**config.mk**
```make
export PLATFORM = sky130hd
export DESIGN_NAME = ifetch_queue
export DESIGN_NICKNAME = d
export VERILOG_FILES = /design/src/rtl/ifetch_queue.sv
export SDC_FILE = /design/constraint.sdc
export NUM_CORES = 1
export LEC_CHECK = 0
export ABC_AREA = 1
export CAP_MARGIN = 15
export CORE_UTILIZATION = 51
export CTS_BUF_LIST = sky130_fd_sc_hd__clkbuf_16
export DETAILED_ROUTE_END_ITERATION = 10
export GPL_TIMING_DRIVEN = 0
export PLACE_DENSITY_LB_ADDON = 0.15
export REMOVE_ABC_BUFFERS = 1
export SKIP_CTS_REPAIR_TIMING = 1
export SKIP_LAST_GASP = 1
export SYNTH_ARGS = -nofsm -noshare
export SYNTH_HDL_FRONTEND = slang
export SYNTH_SLANG_ARGS = --single-unit
```
**constraint.sdc**
```tcl
create_clock -name clk -period 4.33 [get_ports clk]
set_input_delay 0.433 -clock clk [delete_from_list [all_inputs] [get_ports clk]]
set_output_delay 0.433 -clock clk [all_outputs]
set_load 0.1 [all_outputs]
```
**src/rtl/ifetch_queue.sv**
```systemverilog
// Instruction prefetch queue in front of the F-stage register: issues in-order word fetches,
// buffers {instruction, pc} pairs, and discards wrong-path responses after a redirect.
module ifetch_queue #(
   parameter int          DEPTH    = 4,
   parameter int          MAX_OUT  = 2,
   parameter logic [31:0] RESET_PC = 32'h0
) (
   input  logic        clk,
   input  logic        rst_n,
   output logic        mem_req_valid,
   input  logic        mem_req_ready,
   output logic [31:0] mem_req_addr,
   input  logic        mem_rsp_valid,
   input  logic [31:0] mem_rsp_data,
   output logic        inst_valid,
   input  logic        inst_ready,
   output logic [31:0] inst,
   output logic [31:0] inst_pc,
   input  logic        redirect_valid,
   input  logic [31:0] redirect_pc
);
   localparam int PW = (DEPTH > 1) ? $clog2(DEPTH) : 1;
   localparam int CW = $clog2(DEPTH + 1);
   localparam int OW = $clog2(MAX_OUT + 1);
   localparam int SW = ((CW > OW) ? CW : OW) + 1;

   logic [31:0]   r_data [DEPTH];
   logic [31:0]   r_pc   [DEPTH];
   logic [PW-1:0] r_head;
   logic [PW-1:0] r_tail;
   logic [CW-1:0] r_count;
   logic [OW-1:0] r_outstanding;
   logic [OW-1:0] r_drop_cnt;
   logic [31:0]   r_fetch_pc;
   logic [31:0]   r_rsp_pc;

   logic [SW-1:0] w_reserved;
   logic [31:0]   w_redirect_pc;
   logic          w_issue;
   logic          w_rsp_take;
   logic          w_push;
   logic          w_pop;

   // Queue slots plus in-flight requests may never exceed DEPTH, so a response always has room.
   assign w_reserved    = SW'(r_count) + SW'(r_outstanding);
   assign mem_req_valid = rst_n && !redirect_valid
                          && (r_outstanding < OW'(MAX_OUT))
                          && (w_reserved < SW'(DEPTH));
   assign mem_req_addr  = r_fetch_pc;

   assign w_redirect_pc = {redirect_pc[31:2], 2'b00};
   assign w_issue       = mem_req_valid && mem_req_ready;
   assign w_rsp_take    = mem_rsp_valid && (r_outstanding != '0);
   assign w_push        = w_rsp_take && (r_drop_cnt == '0) && !redirect_valid;
   assign w_pop         = inst_valid && inst_ready && !redirect_valid;

   assign inst_valid = (r_count != '0);
   assign inst       = inst_valid ? r_data[r_head] : '0;
   assign inst_pc    = inst_valid ? r_pc[r_head]   : '0;

   // NOTE: payload storage has no reset; every read of it is masked by inst_valid,
   // so stale contents are never visible and the array can map onto plain flops/RAM.
   always_ff @(posedge clk) begin
      if (w_push) begin
         r_data[r_tail] <= mem_rsp_data;
         r_pc[r_tail]   <= r_rsp_pc;
      end
   end

   always_ff @(posedge clk or negedge rst_n) begin
      if (!rst_n) begin
         r_head        <= '0;
         r_tail        <= '0;
         r_count       <= '0;
         r_outstanding <= '0;
         r_drop_cnt    <= '0;
         r_fetch_pc    <= RESET_PC;
         r_rsp_pc      <= RESET_PC;
      end else if (redirect_valid) begin
         // Everything still in flight is wrong-path; count it so its data is thrown away.
         r_head        <= '0;
         r_tail        <= '0;
         r_count       <= '0;
         r_fetch_pc    <= w_redirect_pc;
         r_rsp_pc      <= w_redirect_pc;
         r_outstanding <= r_outstanding - OW'(w_rsp_take);
         r_drop_cnt    <= r_outstanding - OW'(w_rsp_take);
      end else begin
         if (w_issue) begin
            r_fetch_pc <= r_fetch_pc + 32'd4;
         end
         r_outstanding <= r_outstanding + OW'(w_issue) - OW'(w_rsp_take);
         if (w_rsp_take && (r_drop_cnt != '0)) begin
            r_drop_cnt <= r_drop_cnt - OW'(1);
         end
         if (w_push) begin
            r_tail   <= r_tail + PW'(1);
            r_rsp_pc <= r_rsp_pc + 32'd4;
         end
         if (w_pop) begin
            r_head <= r_head + PW'(1);
         end
         if (w_push != w_pop) begin
            r_count <= w_push ? (r_count + CW'(1)) : (r_count - CW'(1));
         end
      end
   end
endmodule

```
Word level (Yosys, flattened, before mapping)

Memories as Yosys holds them, arrays and structs flattened.
Index checks and enable logic that the tools add are counted.

Add/subtract/negate cells: 11
Magnitude comparators: 2
Equality and inequality tests: 1
Multiplexer cells: 18
Reductions and logical operators: 20

Operators with widths:

| kind                                                                  | number |
|---|---|
| 32-bit 2-to-1 mux                                                     | 6 |
| 32-bit by 3-bit adder with 32-bit output (second input constant)      | 2 |
| 2-bit 2-to-1 mux                                                      | 7 |
| 2-bit nonzero test                                                    | 7 |
| 1-bit logical AND                                                     | 10 |
| 3-bit 2-to-1 mux                                                      | 3 |
| 2-bit by 1-bit adder with 2-bit output (second input constant)        | 2 |
| 3-bit by 2-bit adder with 4-bit output                                | 1 |
| 4-bit by 3-bit < comparator with 1-bit output (second input constant) | 1 |
| 2-bit by 1-bit subtractor with 2-bit output                           | 2 |
| 3-bit by 1-bit adder with 3-bit output (second input constant)        | 1 |
| 3-bit nonzero test                                                    | 1 |
| 3-bit by 1-bit subtractor with 3-bit output (second input constant)   | 1 |
| 2-bit by 1-bit adder with 2-bit output                                | 1 |
| 2-bit logical NOT                                                     | 1 |
| 2-bit < comparator (second input constant)                            | 1 |
| 1-bit 2-to-1 mux                                                      | 2 |
| 2-bit by 1-bit subtractor with 2-bit output (second input constant)   | 1 |
| 1-bit logical NOT                                                     | 1 |
| 1-bit != test                                                         | 1 |

Flip-flop bits (word level): 75
Bits in writable memories: 256
Bits of input ports: 70
Output and inout bits: 98
Logic and storage cells: 61
Memories kept: 2

Memories:

| name   | depth | width | rd ports | clocked after memory_dff | wr ports | RTL line | text |
|---|---|---|---|---|---|---|---|
| r_data | 4     | 32    | 1        | 0                        | 1        | 27       | `logic [31:0] r_data [DEPTH];` |
| r_pc   | 4     | 32    | 1        | 0                        | 1        | 28       | `logic [31:0] r_pc [DEPTH];` |

Longest topological paths before layout

Depth in word-level cells: 8
Gate-level depth with buffers: 11

Worst setup path before layout

Ideal clock, no wire load.

Path type: flip-flop to flip-flop
Start: reg r_drop_cnt[0]
End: mem r_data[0][0] (enable)
Setup time: 0.482 ns
Arrival time: 3.591 ns
Setup slack: 0.257 ns
Cell stages (with the launch flop): 7
Path buffers: 0
Clock period less this slack: 4.073 ns
Cell sequence: dfrtp_1 > inv_1 > ha_1 > nand3_2 > nor2_4 > inv_2 > nor2_1

Cells in the longest elaborated chain, start to end: 5

Ends and longest elaborated chain:

| item                                   | RTL line | text |
|---|---|---|
| start, declared                        | 33       | `logic [OW-1:0] r_drop_cnt;` |
| start signal, assigned                 | 87       | `r_drop_cnt <= r_outstanding - OW'(w_rsp_take);` |
| start signal, assigned                 | 94       | `r_drop_cnt <= r_drop_cnt - OW'(1);` |
| 2-bit logical NOT                      | 54       | `assign w_push = w_rsp_take && (r_drop_cnt == '0) && !redirect_valid;` |
| 1-bit logical AND (2 in series)        | 54       |  |
| 1-bit 2-to-1 mux                       | 64       | `if (w_push) begin` |
| 1-bit 2-to-1 mux (implied by the code) | 65       | `r_data[r_tail] <= mem_rsp_data;` |
| end, declared                          | 27       |  |

Every way passes these cells.

Worst setup path in the final report

Start: reg r_head[0]
End: out inst[24]

Cells in the longest elaborated chain, start to end: 2

Ends and longest elaborated chain:

| item                   | RTL line | text |
|---|---|---|
| start, declared        | 29       | `logic [PW-1:0] r_head;` |
| start signal, assigned | 101      | `r_head <= r_head + PW'(1);` |
| memory read 4 x 32 bit | n/a      |  |
| 32-bit 2-to-1 mux      | 58       | `assign inst = inst_valid ? r_data[r_head] : '0;` |
| end, declared          | 17       | `output logic [31:0] inst,` |

Every way passes these cells.

==> insert_results.sql <==
INSERT INTO impl_metrics (metric_group, metric, value, unit) VALUES
('sta', 'setup_viol', '0', ''),
('logic_synthesis', 'yosys_most_used_dff', 'sky130_fd_sc_hd__edfxtp_1', ''),
('clock_tree', 'clock_sinks', '319', ''),
('logic_synthesis', 'synth_warnings', '0', ''),
('place', 'dpl-instance-area', '16500', 'sq um'),
('power_and_ir_drop', 'leakagePower', '0.007137', 'uW'),
('critical_path', 'critPathArrivalTime', '3730', 'ps'),
('die', 'coreArea', '27780', 'sq um'),
('global_routing', 'globalRouteOverflowTotal', '0', ''),
('final_layout', 'final_net_count', '1672', ''),
('final_layout', 'antenna_cells_inserted', '0', ''),
('clock_tree', 'tritoncts_clock_tree', 'built', ''),
('route', 'count_of_routing_violations_after_the_opening_detailed_route_iteration', '796', ''),
('logic_synthesis', 'synthesis.area_per_instance', '9.993', 'sq um'),
('logic_synthesis', 'synth_top_area_cell', 'sky130_fd_sc_hd__edfxtp_1', ''),
('sta', 'hold_viol_final', '0', ''),
('clock_tree', 'cts_htree_levels', '2', ''),
('final_layout', 'areaGrowthSynthToFinish', '22.95', '%'),
('critical_path', 'path_cells', 'buf_16, inv_4, buf_16, o21ai_0, a21oi_1, clkdlybuf4s50_1', ''),
('route', 'drt-total-wl', '33.78', 'mm'),
('run_status', 'status', 'finished, violations left', ''),
('die', 'floorplan.die_area', '28910', 'sq um'),
('global_routing', 'antenna_found_initial', '0', ''),
('route', 'route.detailed.drc', '2', ''),
('logic_synthesis', 'synth_cells', '1441', ''),
('global_routing', 'first_global_vias', '10316', ''),
('place', 'placement.io_buffers', '161', ''),
('run_status', 'violations', 'DRC', ''),
('die', 'chipHeight', '170.0', 'microns'),
('die', 'floorplan.die.width', '170.0', 'microns'),
('power_and_ir_drop', 'power_per_cell_area', '716.5', 'nW/um^2'),
('power_and_ir_drop', 'report.power.total', '12690', 'uW'),
('clock_tree', 'clock_latency', '520', 'ps'),
('critical_path', 'worst_setup_path_start_kind', 'flop', ''),
('sta', 'finalCriticalPeriod', '4162', 'ps'),
('die', 'placement_rows', '61', ''),
('route', 'routed-via-count', '10672', ''),
('logic_synthesis', 'number_of_flops_mapped_to_enable_cells_by_yosys', '248', ''),
('global_routing', 'first_pass_grt_wire_length', '53.48', 'mm'),
('logic_synthesis', 'yosys.area.top_type_share', '0.5172', ''),
('clock_tree', 'clockBufferDepth', '3', ''),
('job', 'max-cap-violations', '0', ''),
('min_path', 'class_of_the_tightest_hold_or_removal_check', 'in -> async', ''),
('logic_synthesis', 'synth_async_sr_flop_share', '0.2226', ''),
('logic_synthesis', 'post_synthesis_instance_area', '14400', 'sq um'),
('sta', 'max_slew_margin', '0.2768', ''),
('critical_path', 'worstSetupPathType', 'reg -> out', ''),
('clock_tree', 'cts-root-buf', 'sky130_fd_sc_hd__clkbuf_16', ''),
('logic_synthesis', 'ys_seq_elements', '319', ''),
('global_routing', 'globalRouteTotalUtil', '0.2376', ''),
('logic_synthesis', 'synth_cell_types', '44', ''),
('final_layout', 'layout.cells.most_common', 'sky130_fd_sc_hd__nor2_1', ''),
('die', 'io-pin-count', '168', ''),
('final_layout', 'most_frequent_cells_in_the_layout', 'sky130_fd_sc_hd__nor2_1 (323), sky130_fd_sc_hd__edfxtp_1 (248), sky130_fd_sc_hd__nand2_1 (214), sky130_fd_sc_hd__o21ai_0 (151), sky130_fd_sc_hd__clkdlybuf4s50_1 (120)', ''),
('global_routing', 'grt_start_max_net_pins', '105', ''),
('power_and_ir_drop', 'vdd.ir_drop.worst', '412.0', 'uV'),
('clock_tree', 'cts.reportedPaths.clkPinSlew', '60', 'ps'),
('sta', 'tightest_slew', '1083', 'ps'),
('sta', 'clk_skew', '17.27', 'ps'),
('critical_path', 'crit_path_required_time', '3900', 'ps'),
('sta', 'fin_crit_sh', '0.9611', ''),
('place', 'gpl.final_weighted_congestion', '0.8922', ''),
('final_layout', 'layout-drive-gt1-share', '0.06126', ''),
('route', 'wire_per_inst', '16.94', 'microns'),
('place', 'detailedPlacementHpwl', '20.76', 'mm'),
('critical_path', 'crit_path_max_incr_delay', '1160', 'ps'),
('route', 'ant_nets', '0', ''),
('critical_path', 'endpoint_kind', 'output port', ''),
('clock_tree', 'cts-buffers-inserted', '35', ''),
('route', 'drt-pass1-iter-count', '8', ''),
('die', 'initial_core_util', '0.5183', '');
-- cell families (layout without fill, tap and decap cells) --
family,Yosys count,after routing,synth area share
adders and majority gates,12,12,0.01095
other,1,4,0.0002604
xor gates and xnor gates,16,16,0.009732
AOI/OAI and AO/OA,271,271,0.1000
and+or+nand+nor,665,665,0.1925
DFF,319,319,0.6405
buffers and inverters,157,329,0.04605
-- synthesized netlist by cell type (all sizes together), types with 2 or more instances --
cell type	instances
a31oi	2
o21ai	156
nand2	218
nor2	338
o31ai	2
o221ai	2
o22ai	2
edfxtp	248
ha	11
o21bai	5
or2	2
inv	91
xnor2	3
nand4	12
nor3	7
o211ai	17
nand3	83
xor2	13
clkbuf	40
a21oi	84
buf	26
dfrtp	71
and2	2
-- final cells by class --
class	instances	area [sq um]	area share
timing repair buffer	175	2002	0.1131
sequential	319	9231	0.5214
inverter	91	351.6	0.01986
multi-input combinational	968	4554	0.2572
clock inverter	27	191.4	0.01081
clock buffer	36	900.9	0.05088
tap	378	473.0	0.02671
-- per-layer routing --
layer	GRT usage	vias to the layer above	wire length, microns
li1	-	5201	-
met1	0.3163	5082	15300
met2	0.3947	333	15740
met3	0.04140	56	2039
met4	0.07951	0	700
met5	0	-	0
-- metrics by stage --
step	instances	setup slack [ps]	util	hold slack, ps
floorplan	1378	-509.9	-	137.4
global placement	1917	-3910	0.5825	515.0
detailed placement	1930	371.1	0.5941	336.7
CTS	1993	-176.7	0.6334	-208.0
global route	1994	-3.840	0.6373	357.0
finish	1994	168.4	0.6373	335.3
-- power breakdown --
group          switching [uW]  leakage, uW  total [uW]  internal (uW)
registers                 351      0.00310        3970           3620
clock network            1180     0.000562        2810           1630
logic                    4610      0.00348        5910           1290
total                    6140      0.00714       12700           6550
-- critical path: cells and delay by family, from the launching register on --
kind	cells	cell delay (ps)
buf+inv	4	2080
flops	1	710
compound gates	2	390
-- state kept, by name (all words and copies together) (netlist names) --
register,count
r_outstanding,2
mem_req_addr,30
r_data,128
r_head,2
r_rsp_pc,30
r_tail,2
r_count,3
r_drop_cnt,2
r_pc,120
-- worst paths after layout --
path / to / from / slack [ps] / cells after the start
min: mem_req_addr[26]$_DFFE_PN0P_ / rst_n / 340 / 2
max reg2reg: r_data[0][18]$_DFFE_PP_ / r_drop_cnt[0]$_DFFE_PN0P_ / 1340 / 8
min reg2reg: r_count[0]$_DFFE_PN0P_ / r_count[0]$_DFFE_PN0P_ / 540 / 1
max: inst[24] / r_head[0]$_DFFE_PN0P_ / 170 / 6
max in group asynchronous: r_head[0]$_DFFE_PN0P_ / rst_n / 3390 / 3
min in group clk: mem_req_addr[18]$_DFFE_PN0P_ / redirect_pc[18] / 520 / 3
(Power assumes the default switching activity.)
